$ cat src/rtl/exc_pkg.sv
// exc_pkg: shared exception codes, FSM states and bad-address select for exc_ctrl
package exc_pkg;
   localparam logic [4:0] EXC_INT  = 5'h00;
   localparam logic [4:0] EXC_ADEL = 5'h04;
   localparam logic [4:0] EXC_ADES = 5'h05;
   localparam logic [4:0] EXC_SYS  = 5'h08;
   localparam logic [4:0] EXC_BP   = 5'h09;
   localparam logic [4:0] EXC_RI   = 5'h0a;
   localparam logic [4:0] EXC_OV   = 5'h0c;
   localparam logic [4:0] EXC_ERET = 5'h0e;
   localparam logic [4:0] EXC_NONE = 5'h1f;
   typedef enum logic [1:0] {IDLE, COMMIT, FLUSH} state_t;
   typedef enum logic [1:0] {BA_HOLD, BA_PC, BA_DATA} ba_sel_t;
endpackage

$ cat src/rtl/exc_ctrl_prio_enc.sv
// exc_prio_enc: combinational priority encoder for exception causes
// Ports: int_pend + eight exception flags in; hit, code, ba_sel, is_eret out.
module exc_prio_enc
   import exc_pkg::*;
(
   input  logic       int_pend,
   input  logic       adel_if,
   input  logic       ri,
   input  logic       ov,
   input  logic       sys,
   input  logic       bp,
   input  logic       adel_m,
   input  logic       ades_m,
   input  logic       eret,
   output logic       hit,
   output logic [4:0] code,
   output ba_sel_t    ba_sel,
   output logic       is_eret
);
   always_comb begin
      hit     = int_pend | adel_if | ri | ov | sys | bp | adel_m | ades_m | eret;
      code    = int_pend ? EXC_INT  :
                adel_if  ? EXC_ADEL :
                ri       ? EXC_RI   :
                ov       ? EXC_OV   :
                sys      ? EXC_SYS  :
                bp       ? EXC_BP   :
                adel_m   ? EXC_ADEL :
                ades_m   ? EXC_ADES :
                eret     ? EXC_ERET : EXC_NONE;
      // only address errors update the bad address, and only when they win
      ba_sel  = (int_pend | (!adel_if & (ri | ov | sys | bp))) ? BA_HOLD :
                adel_if            ? BA_PC   :
                (adel_m | ades_m)  ? BA_DATA : BA_HOLD;
      is_eret = code == EXC_ERET;
   end
endmodule

$ cat src/rtl/exc_ctrl.sv
// exc_ctrl: MEM-stage exception collection, one-cycle commit to CP0, flush and redirect
// Ports: clk, rst (sync active-low); MEM instruction info and exception flags; CP0
// status_i/cause_i/epc_i; registered record exc_code_o/badaddr_o/delayslot_o/pc_o;
// flush_o, redirect_o, redirect_pc_o.
// Optional: define EXC_STAT_EN to add exc_count_o (committed non-ERET exceptions).
module exc_ctrl
   import exc_pkg::*;
#(
   parameter logic [31:0] EXC_VECTOR   = 32'hBFC00380,
   parameter int          FLUSH_CYCLES = 2
) (
   input  logic        clk,
   input  logic        rst,
   input  logic        valid_m,
   input  logic        stall_i,
   input  logic [31:0] pc_m,
   input  logic        delayslot_m,
   input  logic [31:0] data_addr_m,
   input  logic        adel_if_m,
   input  logic        ri_m,
   input  logic        ov_m,
   input  logic        sys_m,
   input  logic        bp_m,
   input  logic        adel_m,
   input  logic        ades_m,
   input  logic        eret_m,
   input  logic [31:0] status_i,
   input  logic [31:0] cause_i,
   input  logic [31:0] epc_i,
   output logic [4:0]  exc_code_o,
   output logic [31:0] badaddr_o,
   output logic        delayslot_o,
   output logic [31:0] pc_o,
   output logic        flush_o,
   output logic        redirect_o,
`ifdef EXC_STAT_EN
   output logic [31:0] exc_count_o,
`endif
   output logic [31:0] redirect_pc_o
);
   // FLUSH holds FLUSH_CYCLES-1 cycles; the counter ends on this value
   localparam logic [3:0] LAST = 4'(FLUSH_CYCLES - 2);
   state_t     state;
   logic [3:0] cnt;
   logic       int_pend, hit, is_eret, capture;
   logic [4:0] code;
   ba_sel_t    ba_sel;
   logic       unused_bits;
   assign unused_bits = ^{status_i[31:16], status_i[7:2], cause_i[31:16], cause_i[7:0]};
   // EXL (Status[1]) masks interrupts
   assign int_pend = status_i[0] & ~status_i[1] & |(status_i[15:8] & cause_i[15:8]);
   assign capture  = valid_m & ~stall_i & (state == IDLE) & hit;
   exc_prio_enc u_enc (
      .int_pend (int_pend),
      .adel_if  (adel_if_m),
      .ri       (ri_m),
      .ov       (ov_m),
      .sys      (sys_m),
      .bp       (bp_m),
      .adel_m   (adel_m),
      .ades_m   (ades_m),
      .eret     (eret_m),
      .hit      (hit),
      .code     (code),
      .ba_sel   (ba_sel),
      .is_eret  (is_eret)
   );
   always_ff @(posedge clk) begin
      if (!rst) begin
         state         <= IDLE;
         cnt           <= '0;
         exc_code_o    <= EXC_NONE;
         flush_o       <= 1'b0;
         redirect_o    <= 1'b0;
         badaddr_o     <= '0;
         pc_o          <= '0;
         delayslot_o   <= 1'b0;
         redirect_pc_o <= '0;
`ifdef EXC_STAT_EN
         exc_count_o   <= '0;
`endif
      end else begin
         case (state)
            IDLE: if (capture) begin
               state         <= COMMIT;
               exc_code_o    <= code;
               flush_o       <= 1'b1;
               redirect_o    <= 1'b1;
               pc_o          <= pc_m;
               delayslot_o   <= delayslot_m;
               badaddr_o     <= ba_sel == BA_PC ? pc_m : ba_sel == BA_DATA ? data_addr_m : badaddr_o;
               redirect_pc_o <= is_eret ? epc_i : EXC_VECTOR;
            end
            COMMIT: begin
               exc_code_o <= EXC_NONE;
               redirect_o <= 1'b0;
`ifdef EXC_STAT_EN
               if (exc_code_o != EXC_ERET) exc_count_o <= exc_count_o + 32'd1;
`endif
               if (FLUSH_CYCLES == 1) begin
                  state   <= IDLE;
                  flush_o <= 1'b0;
               end else begin
                  state <= FLUSH;
                  cnt   <= '0;
               end
            end
            FLUSH: begin
               cnt <= cnt + 4'd1;
               if (cnt == LAST) begin
                  state   <= IDLE;
                  flush_o <= 1'b0;
                  cnt     <= '0;
               end
            end
            default: state <= IDLE;
         endcase
      end
   end
endmodule

$ cat config.mk
export PLATFORM = sky130hd
export DESIGN_NAME = exc_ctrl
export DESIGN_NICKNAME = d
export VERILOG_FILES = /design/src/rtl/exc_pkg.sv /design/src/rtl/exc_ctrl_prio_enc.sv /design/src/rtl/exc_ctrl.sv
export SDC_FILE = /design/constraint.sdc
export NUM_CORES = 1
export LEC_CHECK = 0
export BUFFER_PORTS_ARGS = -buffer_cell sky130_fd_sc_hd__buf_2
export CORE_UTILIZATION = 40
export DETAILED_ROUTE_END_ITERATION = 8
export GPL_ROUTABILITY_DRIVEN = 0
export GPL_TIMING_DRIVEN = 0
export PLACE_DENSITY = 0.84
export SYNTH_ARGS = -nofsm -noshare
export SYNTH_HDL_FRONTEND = slang
export SYNTH_SLANG_ARGS = --single-unit
$ cat constraint.sdc
create_clock -name clk -period 1.9 [get_ports clk]
set_input_delay 0.095 -clock clk [delete_from_list [all_inputs] [get_ports clk]]
set_output_delay 0.095 -clock clk [all_outputs]
set_load 0.005 [all_outputs]
==> run_results.csv, run 1 <==
group,metric,value,unit
status,run_status,"finished, violations left",
status,violations,"negative hold slack",
route,vias_per_cell,5.25,
setup_path,path_cells,"inv_2 -> ha_4 -> nand3b_1 -> a31o_4 -> nor3_4 -> nand3_4 -> buf_6 -> o221a_1",
setup_path,cp.depth,8,
sta,clock_skew,0.00553,ns
final_layout,multiInputGateArea,2510,um2
sta,finalHoldViolations,1,
clocking,cts_tree,"done",
sta,fin_crit_sh,93.1,%
synthesis,ys_warn_count,0,
hold_path,hold_depth,3,
sta,drv_slew,0,
clocking,cts_max_level,3,
final_layout,fin_nets,1001,
clocking,ctsRootBufferMaster,"clkbuf_16",
synthesis,synth-seq-cells,110,
sta,setup_violations,0,
final_layout,fin_util,57.9,%
global_route,grt_pass1_vias,5140,
sta,timing.fmax,565,MHz
final_layout,fillers,1044,
floorplan,core,12100,um2
power_and_ir_drop,peakVddDrop,576,uV
sta,finalCriticalPeriod,1.77,ns
synthesis,synth_edf_count,0,
final_layout,antenna_cells,0,
hold_path,hold_path_class,"in2reg",
synthesis,syn_nets,733,
floorplan,rows,40,
synthesis,syn_area,4960,um2
synthesis,synth.most_common_cell,"dfxtp_1",
final_layout,layout-drive-gt1-share,39.9,%
route,wl,16200,um
final_layout,seq_area,2200,um2
route,dr.pass1.iters,5,
global_route,grt_max_degree,18,
route,routedWlPerCell,16.3,um
setup_path,crit_type,"reg2reg",
placement,port_buffers,230,
floorplan,chipWidth,113,um
job,drv_cap,0,
setup_path,cp_max_fo,6,
floorplan,die-height,113,um
power_and_ir_drop,power_density,772,nW/um2
floorplan,start_util,41.1,%
sta,tightest_slew,0.670,ns
synthesis,synth_area_leaders,"dfxtp_1 44%, mux2_2 7.3%, nand2_1 6.9%, mux2i_1 6.7%, o21ai_0 5.9%",
clocking,cts_buffer_depth,2,
synthesis,synth-main-ff-cell,"dfxtp_1",
sta,worst_hold_slack,-0.000124,ns
global_route,track_usage,25.3,%
power_and_ir_drop,power.leakage,0.00332,uW
synthesis,synthCells,554,
synthesis,yosys.area.top_type_share,44.4,%
synthesis,synth.yosys.seq_area_share,44.4,%
route,drt-initial-drc-count,307,
global_route,grt_antenna_before_repair,0,
setup_path,cp.required,2.15,ns
clocking,cts_buffers,9,
floorplan,io_pins,277,
floorplan,die_area,12800,um2
route,vias,5223,
synthesis,yosys-top-cells-count,"110 x dfxtp_1, 91 x nand2_1, 58 x o21ai_0, 38 x a21oi_1, 38 x nand3_1",
setup_path,startpoint_type,"flip-flop",
synthesis,synth_cell_types,49,
setup_path,worst_path_dominant_cell_family,"compound AO/OA/AOI/OAI gates",
global_route,grt_pass1_wl,25400,um
final_layout,area_growth_syn_to_layout,40.7,%
setup_path,crit_arrival,2.02,ns
power_and_ir_drop,finalPower,5380,uW
global_route,grt_overflow,0,
synthesis,avgSynthCellArea,8.95,um2
clocking,cts_sinks,110,
clocking,worstSkewPairLatency,0.36,ns
sta,setup_tns,0,ns
synthesis,synth_top_cell_by_area,"dfxtp_1",
setup_path,r2r_cells,8,
route,ant_nets,0,
setup_path,endpoint_kind,"flip-flop",
route,drt_drc_violations_left,0,
setup_path,cp_slowest_cell,"dfxtp_2",
setup_path,critPathBufInv,2,
clocking,path_clk_slew,0.07,ns
sta,max_slew_margin,55.3,%
setup_path,cp_slowest_stage_delay,0.33,ns
placement,hpwl,11600,um
synthesis,synthArstFlopShare,0,%
## cells in the final DEF, fill, tap and decap left out, drive strengths merged, types with 4 or more instances in the layout
master	synthesis	final
ha	6	6
nor2	12	12
buf	31	260
dfxtp	110	110
nand2	91	91
a31oi	4	4
clkinv	1	4
mux2	32	32
nor3	4	4
inv	9	10
a32oi	4	4
dlygate4sd3	0	24
a22oi	4	4
o21ai	59	59
o221a	12	12
a21oi	38	38
clkbuf	18	33
mux2i	33	33
nand3	39	39
nand4	20	20
## registers in the layout (all words and copies together) (netlist names)
signal,cells
badaddr_o,32
pc_o,32
redirect_pc_o,32
exc_code_o,5
cnt,4
state,2
delayslot_o,1
flush_o,1
redirect_o,1
## metal layers
| metal | track usage (%) | vias up | share of wire, % |
|---|---|---|---|
| met5 | 0 | - | 0 |
| met4 | 7.63 | 0 | 1.3 |
| met3 | 6.75 | 18 | 7.8 |
| met2 | 46.3 | 219 | 51 |
| met1 | 28.6 | 2476 | 40 |
| li1 | - | 2510 | - |
## worst reg2reg max path, delay by kind of cell (launching register included)
family | cells | cell delay [ns]
buffers and inverters | 2 | 0.24
and+or+nand+nor | 3 | 0.44
adders and majority gates | 1 | 0.16
DFF | 1 | 0.33
AOI/OAI and AO/OA | 2 | 0.50
## final timing paths
| path | start | end | slack, ns |
|---|---|---|---|
| max | state[0]$_SDFFE_PN0P_ | redirect_pc_o[25]$_SDFFE_PN0P_ | 0.13 |
| min | epc_i[3] | redirect_pc_o[3]$_SDFFE_PN0P_ | -0.0001 |
| max reg2reg | state[0]$_SDFFE_PN0P_ | redirect_pc_o[25]$_SDFFE_PN0P_ | 0.13 |
| min reg2reg | badaddr_o[12]$_SDFFE_PN0P_ | badaddr_o[12]$_SDFFE_PN0P_ | 0.46 |
## metrics by stage
stage / std cells / instance area [um2] / setup slack [ns] / hold WS (ns)
4_1_cts: 992 / 6890 / 0.00114 / 0.000215
2_1_floorplan: 554 / 4960 / 0.0198 / 0.235
6_report: 995 / 6980 / 0.131 / -0.000124
3_5_place_dp: 952 / 6320 / -0.577 / 0.353
3_3_place_gp: 952 / 6320 / -0.587 / 0.344
5_1_grt: 995 / 6980 / -0.0143 / 0.00469
## cell families (layout without fill, tap and decap cells)
kind of cell | count (synthesis) | count (layout) | synth area share (%)
AND/OR/NAND/NOR | 181 | 181 | 17.4
AO/OA/AOI/OAI | 133 | 133 | 16.9
flip-flops | 110 | 110 | 44.4
multiplexers | 65 | 65 | 13.9
buffers and inverters | 59 | 332 | 5.88
adder cells (fa/ha/maj) | 6 | 6 | 1.51
## layout make-up
class,count,share of cell area [%]
buffer,48,4.09
clock buffer,11,3.48
clock inverter,5,0.825
inverter,10,0.538
multi-input combinational,385,36.0
sequential,110,31.6
tap,168,3.01
timing repair buffer,258,20.4
## where the power goes
group	internal, uW	switching (uW)
sequential	2430	62.5
clock	1060	873
combinational	471	488
total	3960	1420
## timing repair
| item | CTS | global route |
|---|---|---|
| gates resized for setup | 10 | 30 |
| pin swaps | 2 | 5 |
| setup buffers | 1 | 2 |
| hold endpoints to repair | 23 | 1 |
| hold buffers | 23 | 1 |
| gates cloned | 1 | 0 |
| endpoints found under the setup margin | 99 | 94 |
(Power assumes the default switching activity.)
==> inputs of run 2 (changes only) <==
PLACE_DENSITY = 0.86   (was 0.84)
==> run 2 against run 1 <==
  * The flow now finishes without violations
  * Register-to-register slack got worse by 0.06 ns
  * Critical path depth down 1
  * Largest power group unchanged
  * Global-route usage rose by 0.22 points
  * Core utilization up 0.40 points
  * Design area is 0.70% higher
  * Via count rose by 0.96%
  * Non-clock buffer count rose by 2
  * Flip-flop and latch count did not move
  * Critical endpoint is now pc_o[12]$_SDFFE_PN0P_
  * Setup slack got worse by 0.063 ns
  * Maximum frequency is 3.4% lower
  * Highest routed layer unchanged
==> run_results.csv, run 2 (synthesis gave the netlist of run 1 again) <==
group,metric,value,unit
status,run_status,"finished, final reports clean",
floorplan,core,12100,um2
hold_path,hold_end,"redirect_pc_o[22]$_SDFFE_PN0P_",
floorplan,io_pins,277,
route,drt_drc_violations_left,0,
final_layout,reg.largest.list,"badaddr_o x32, pc_o x32, redirect_pc_o x32",
sta,finalHoldViolations,0,
route,ant_nets,0,
final_layout,antenna_cells,0,
final_layout,fin_nets,1003,
final_layout,layout.cells.non_filler,997,
floorplan,die_area,12800,um2
sta,finalCriticalPeriod,1.83,ns
final_layout,area_growth_syn_to_layout,41.7,%
final_layout,final_cell_mix,"243 x buf_2, 109 x dfxtp_1, 91 x nand2_1, 56 x o21ai_0",
sta,timing.fmax,546,MHz
placement,hpwl,11700,um
power_and_ir_drop,peakVddDrop,1030,uV
global_route,grt_overflow,0,
floorplan,die-height,113,um
route,vias,5273,
hold_path,min_from,"epc_i[22]",
job,drv_cap,0,
power_and_ir_drop,power.leakage,0.00334,uW
setup_path,cp_max_fo,10,
route,dr.pass1.iters,6,
setup_path,cp.required,2.18,ns
clocking,worstSkewPairLatency,0.36,ns
setup_path,r2r_slack,0.07,ns
sta,worst_hold_slack,0.0123,ns
floorplan,rows,40,
clocking,cts_buffer_depth,2,
setup_path,r2r_end,"pc_o[12]$_SDFFE_PN0P_",
sta,max_slew_margin,52.0,%
final_layout,layout-drive-gt1-share,39.8,%
global_route,track_usage,25.5,%
route,routedWlPerCell,16.6,um
sta,setup_violations,0,
sta,drv_slew,0,
sta,setup_tns,0,ns
clocking,ctsRootBufferMaster,"clkbuf_16",
power_and_ir_drop,power_density,791,nW/um2
clocking,cts_tree,"done",
route,vias_per_cell,5.29,
placement,dp_cells,952,
clocking,cts_sinks,110,
setup_path,cp_slowest_cell,"dfxtp_1",
setup_path,r2r_cells,7,
hold_path,hold_depth,2,
hold_path,hold_path_class,"in2reg",
global_route,grt_pass1_wl,25600,um
final_layout,final_common_cell,"buf_2",
placement,port_buffers,230,
global_route,grt_antenna_before_repair,0,
route,drt-initial-drc-count,444,
floorplan,chipWidth,113,um
sta,clock_skew,0.0115,ns
setup_path,rr_startpoint,"state[0]$_SDFFE_PN0P_",
setup_path,path_cells,"inv_2 -> ha_4 -> nand3b_1 -> a31oi_2 -> clkbuf_1 -> o21ai_0 -> a21oi_1",
route,wl,16500,um
setup_path,endpoint_kind,"flip-flop",
setup_path,crit_arrival,2.11,ns
clocking,path_clk_slew,0.08,ns
global_route,grt_max_degree,19,
floorplan,start_util,41.1,%
setup_path,crit_type,"reg2reg",
sta,tightest_slew,0.720,ns
clocking,cts_buffers,9,
setup_path,cp_slowest_stage_delay,0.34,ns
clocking,cts_max_level,3,
sta,fin_crit_sh,96.4,%
global_route,grt_pass1_vias,5168,
setup_path,startpoint_type,"flip-flop",
## run 2: changes by cell type in the layout (fill, tap and decap cells not counted), sizes merged
cell,delta
clkinv,-2
inv,+1
clkbuf,-5
dlygate4sd3,+2
clkinvlp,+1
bufinv,+1
buf,+4
## run 2: cell type report
class,instances,area [um2]
tap,168,210
inverter,10,37.5
fill,1072,5030
buffer,48,287
timing repair buffer,260,1450
multi-input combinational,385,2510
clock buffer,10,239
sequential,110,2200
clock inverter,6,90.1
## run 2: layer usage
metal | track usage [%] | share of wire [%]
met4 | 11.8 | 3.1
met1 | 27.9 | 40
met3 | 7.71 | 7.6
met5 | 0 | 0
met2 | 45.2 | 49
## run 2: through the flow
| step | total power [uW] | util [%] | cell area, um2 | setup WS, ns |
|---|---|---|---|---|
| after global placement | 3400 | 52.4 | 6320 | -0.554 |
| after global routing | 5750 | 58.3 | 7030 | -0.0340 |
| after detailed placement | 3420 | 52.4 | 6320 | -0.572 |
| after CTS | 5550 | 57.7 | 6960 | 0.00122 |
| final | 5560 | 58.3 | 7030 | 0.0675 |
| after floorplan | 3010 | - | 4960 | 0.0198 |
## run 2: critical path, delay by kind of cell, from the launching register on
kind / cells / cell delay (ns)
fa+ha+maj: 1 / 0.16
simple gates: 1 / 0.16
compound gates: 3 / 0.67
flops: 1 / 0.34
buf+inv: 2 / 0.42
## run 2: worst max-delay path by stage
stage / slack [ns] / startpoint / depth (start not counted) / endpoint
final: 0.07 / state[0]$_SDFFE_PN0P_ / 7 / pc_o[12]$_SDFFE_PN0P_
after global routing: -0.03 / state[1]$_SDFFE_PN0P_ / 7 / pc_o[12]$_SDFFE_PN0P_
after CTS: 0.001 / status_i[10] / 10 / badaddr_o[12]$_SDFFE_PN0P_
after detailed placement: -0.57 / status_i[10] / 11 / badaddr_o[12]$_SDFFE_PN0P_
after global placement: -0.55 / status_i[10] / 11 / badaddr_o[12]$_SDFFE_PN0P_
after floorplan: 0.02 / status_i[10] / 10 / badaddr_o[2]$_SDFFE_PN0P_
## run 2: where the power goes
group | leakage, uW | switching [uW] | internal, uW
Combinational | 0.00229 | 490 | 475
Clock | 0.000159 | 897 | 1200
Sequential | 0.000897 | 66.1 | 2430
Total | 0.00334 | 1450 | 4100
## run 2: repair_timing
action	in CTS	in global routing
resized for setup	14	20
endpoints found under the hold margin	26	0
endpoints found under the setup margin	99	90
gates cloned	1	0
setup buffers	1	2
hold buffers	26	0
pin swaps	2	5
==> inputs of run 3 (changes only) <==
CTS_CLUSTER_DIAMETER = 200   (was default)
SYNTH_HIERARCHICAL = 1   (was default)
==> run 3 against run 2 <==
  * The flow now finishes with violations (negative setup slack)
  * Setup slack got worse by 0.28 ns
  * Non-clock buffer count increased by 7
  * Total power rose by 17%
  * Critical path depth increased by 6
  * Wire length decreased by 1.2%
  * Clock-buffer cell count shrank 1
  * Global-route usage decreased by 1.7 points
  * Combinational power up 99%
  * Die area increased by 0.65%
  * Synthesized cell count up 1.4%
  * First-iteration DRC count is 22% lower
  * Maximum frequency is 13% lower
  * Critical endpoint is now badaddr_o[29]$_SDFFE_PN0P_
  * Largest cell class unchanged
  * Largest power group unchanged
==> run_results.csv, run 3 <==
group,metric,value,unit
final_layout,area_growth_syn_to_layout,53.5,%
synthesis,synth.most_common_cell,"dfxtp_1",
clocking,cts_max_level,3,
sta,rsz0062_at_grt,"yes",
route,vias,5164,
placement,hpwl,11100,um
floorplan,start_util,41.2,%
route,drt-initial-drc-count,348,
clocking,cts_buffer_depth,2,
sta,max_slew_margin,65.9,%
setup_path,worst_path_dominant_cell_family,"simple AND/OR/NAND/NOR gates",
final_layout,final_common_cell,"buf_2",
setup_path,crit_type,"in2reg",
sta,setup_violations,32,
setup_path,crit_arrival,2.39,ns
global_route,track_usage,23.8,%
power_and_ir_drop,finalPower,6500,uW
setup_path,endpoint_kind,"flip-flop",
clocking,ctsRootBufferMaster,"clkbuf_16",
route,vias_per_cell,5.10,
clocking,path_clk_slew,0.07,ns
clocking,cts_tree,"done",
route,wl,16300,um
clocking,cts_sinks,110,
setup_path,path_cells,"buf_6 -> a22o_4 -> a221oi_4 -> a311oi_4 -> nor2_2 -> and3b_1 -> nor3b_2 -> inv_1 -> ha_4 -> buf_16 -> mux2i_1 -> or3_1 -> a21boi_1",
sta,finalHoldViolations,0,
global_route,grt_pass1_vias,4903,
synthesis,synth-main-ff-cell,"dfxtp_1",
sta,drv_slew,0,
floorplan,io_pins,277,
setup_path,cp_max_fo,6,
sta,finalCriticalPeriod,2.11,ns
synthesis,synth_top_cell_by_area,"dfxtp_1",
sta,tightest_slew,0.512,ns
synthesis,synth_cell_types,42,
route,ant_nets,0,
route,drt_drc_violations_left,0,
floorplan,chipWidth,114,um
power_and_ir_drop,power_density,848,nW/um2
global_route,grt_antenna_before_repair,0,
synthesis,synth.yosys.seq_area_share,44.1,%
setup_path,r2r_slack,0.02,ns
sta,clock_skew,0.00448,ns
final_layout,fin_nets,1019,
clocking,worstSkewPairLatency,0.35,ns
placement,port_buffers,229,
final_layout,antenna_cells,0,
synthesis,yosys-top-cells-count,"110 x dfxtp_1, 102 x nand2_1, 56 x a21boi_0, 36 x o21ai_0, 34 x mux2i_1",
synthesis,synth_area_leaders,"dfxtp_1 44%, a21boi_0 8.4%, nand2_1 7.7%, mux2i_1 6.8%, a21boi_1 4.5%",
status,violations,"negative setup slack",
global_route,grt_max_degree,19,
floorplan,rows,40,
sta,setup_tns,-5.41,ns
setup_path,critPathBufInv,3,
synthesis,synth_edf_count,0,
route,dr.pass1.iters,5,
route,routedWlPerCell,16.1,um
final_layout,layout-drive-gt1-share,43.5,%
power_and_ir_drop,peakVddDrop,620,uV
synthesis,syn_nets,742,
synthesis,synth-seq-cells,110,
setup_path,cp_slowest_stage_delay,0.33,ns
clocking,cts_buffers,9,
synthesis,synthCells,562,
final_layout,fillers,1033,
sta,timing.fmax,474,MHz
setup_path,startpoint_type,"input port",
job,drv_cap,0,
global_route,grt_overflow,0,
synthesis,synthArstFlopShare,0,%
setup_path,cp.required,2.18,ns
synthesis,syn_area,4990,um2
final_layout,final_cell_mix,"231 x buf_2, 110 x dfxtp_1, 65 x nand2_1, 63 x a21boi_1, 35 x o21ai_0",
synthesis,avgSynthCellArea,8.88,um2
hold_path,hold_path_class,"in2reg",
setup_path,cp_slowest_cell,"or3_1",
status,run_status,"finished, violations left",
sta,setup_ws,-0.209,ns
synthesis,yosys.area.top_type_share,44.1,%
global_route,grt_pass1_wl,24100,um
floorplan,core,12100,um2
sta,fin_crit_sh,111,%
floorplan,die_area,12900,um2
power_and_ir_drop,power.leakage,0.00357,uW
floorplan,die-height,114,um
final_layout,reg.largest.list,"badaddr_o x32, pc_o x32, redirect_pc_o x32",
synthesis,ys_warn_count,6,
run 3: worst min-delay path: cells and delay by family:
kind / cells / cell delay (ns)
AND/OR/NAND/NOR: 1 / 0.05
buffers and inverters: 1 / 0.11
AO/OA/AOI/OAI: 1 / 0.05
run 3: final cells by class:
type	instances	area, um2	area share (%)
clock inverter	7	72.6	0.947
timing repair buffer	269	1670	21.8
sequential	110	2200	28.7
clock buffer	9	225	2.94
tap	168	210	2.74
multi-input combinational	391	2840	37.1
inverter	12	45.0	0.588
buffer	46	392	5.11
run 3: repair_timing:
item / CTS / global route
gates cloned: 3 / 6
hold buffers: 17 / 0
setup endpoints to repair: 106 / 106
setup buffers: 16 / 3
hold endpoints to repair: 17 / 0
resized for setup: 54 / 134
pin swaps: 28 / 80
run 3: routing by layer:
metal / global-route usage (%) / routed length [um] / vias to the layer above
li1: - / - / 2507
met1: 28.5 / 6930 / 2450
met2: 42.2 / 8270 / 191
met3: 5.37 / 940 / 16
met4: 7.37 / 197 / 0
met5: 0 / 0 / -
run 3: report_power, final:
group	internal [uW]	leakage [uW]	switching [uW]
clock network	1030	0.000142	876
registers	2530	0.000895	152
logic	973	0.00253	943
run 3: cell families (layout without fill, tap and decap cells):
| group | Yosys count | in the layout | synth area share [%] |
|---|---|---|---|
| XOR/XNOR | 3 | 3 | 0.526 |
| adder cells (fa/ha/maj) | 7 | 7 | 1.75 |
| multiplexers | 34 | 34 | 6.82 |
| buffers and inverters | 61 | 343 | 5.51 |
| AND/OR/NAND/NOR | 195 | 195 | 19.9 |
| AO/OA/AOI/OAI | 152 | 152 | 21.4 |
| flip-flops | 110 | 110 | 44.1 |
run 3: worst paths after layout:
| kind | from | to | cells past startpoint |
|---|---|---|---|
| max | cause_i[9] | badaddr_o[29]$_SDFFE_PN0P_ | 13 |
| min | pc_m[23] | pc_o[23]$_SDFFE_PN0P_ | 3 |
| max reg2reg | state[0]$_SDFFE_PN0P_ | badaddr_o[6]$_SDFFE_PN0P_ | 7 |
| min reg2reg | pc_o[23]$_SDFFE_PN0P_ | pc_o[23]$_SDFFE_PN0P_ | 2 |
run 3: stage by stage:
| step | std cells | utilization, % | hold WS, ns | cell area, um2 | worst slack (ns) |
|---|---|---|---|---|---|
| finish | 1012 | 63.3 | 0.000225 | 7660 | -0.209 |
| global placement | 959 | 53.0 | 0.358 | 6420 | -0.885 |
| floorplan | 562 | - | 0.240 | 5070 | -0.389 |
| global route | 1012 | 63.3 | 0.00282 | 7660 | -0.318 |
| detailed placement | 959 | 53.0 | 0.367 | 6420 | -0.869 |
| CTS | 1007 | 59.8 | 0.000215 | 7240 | -0.204 |
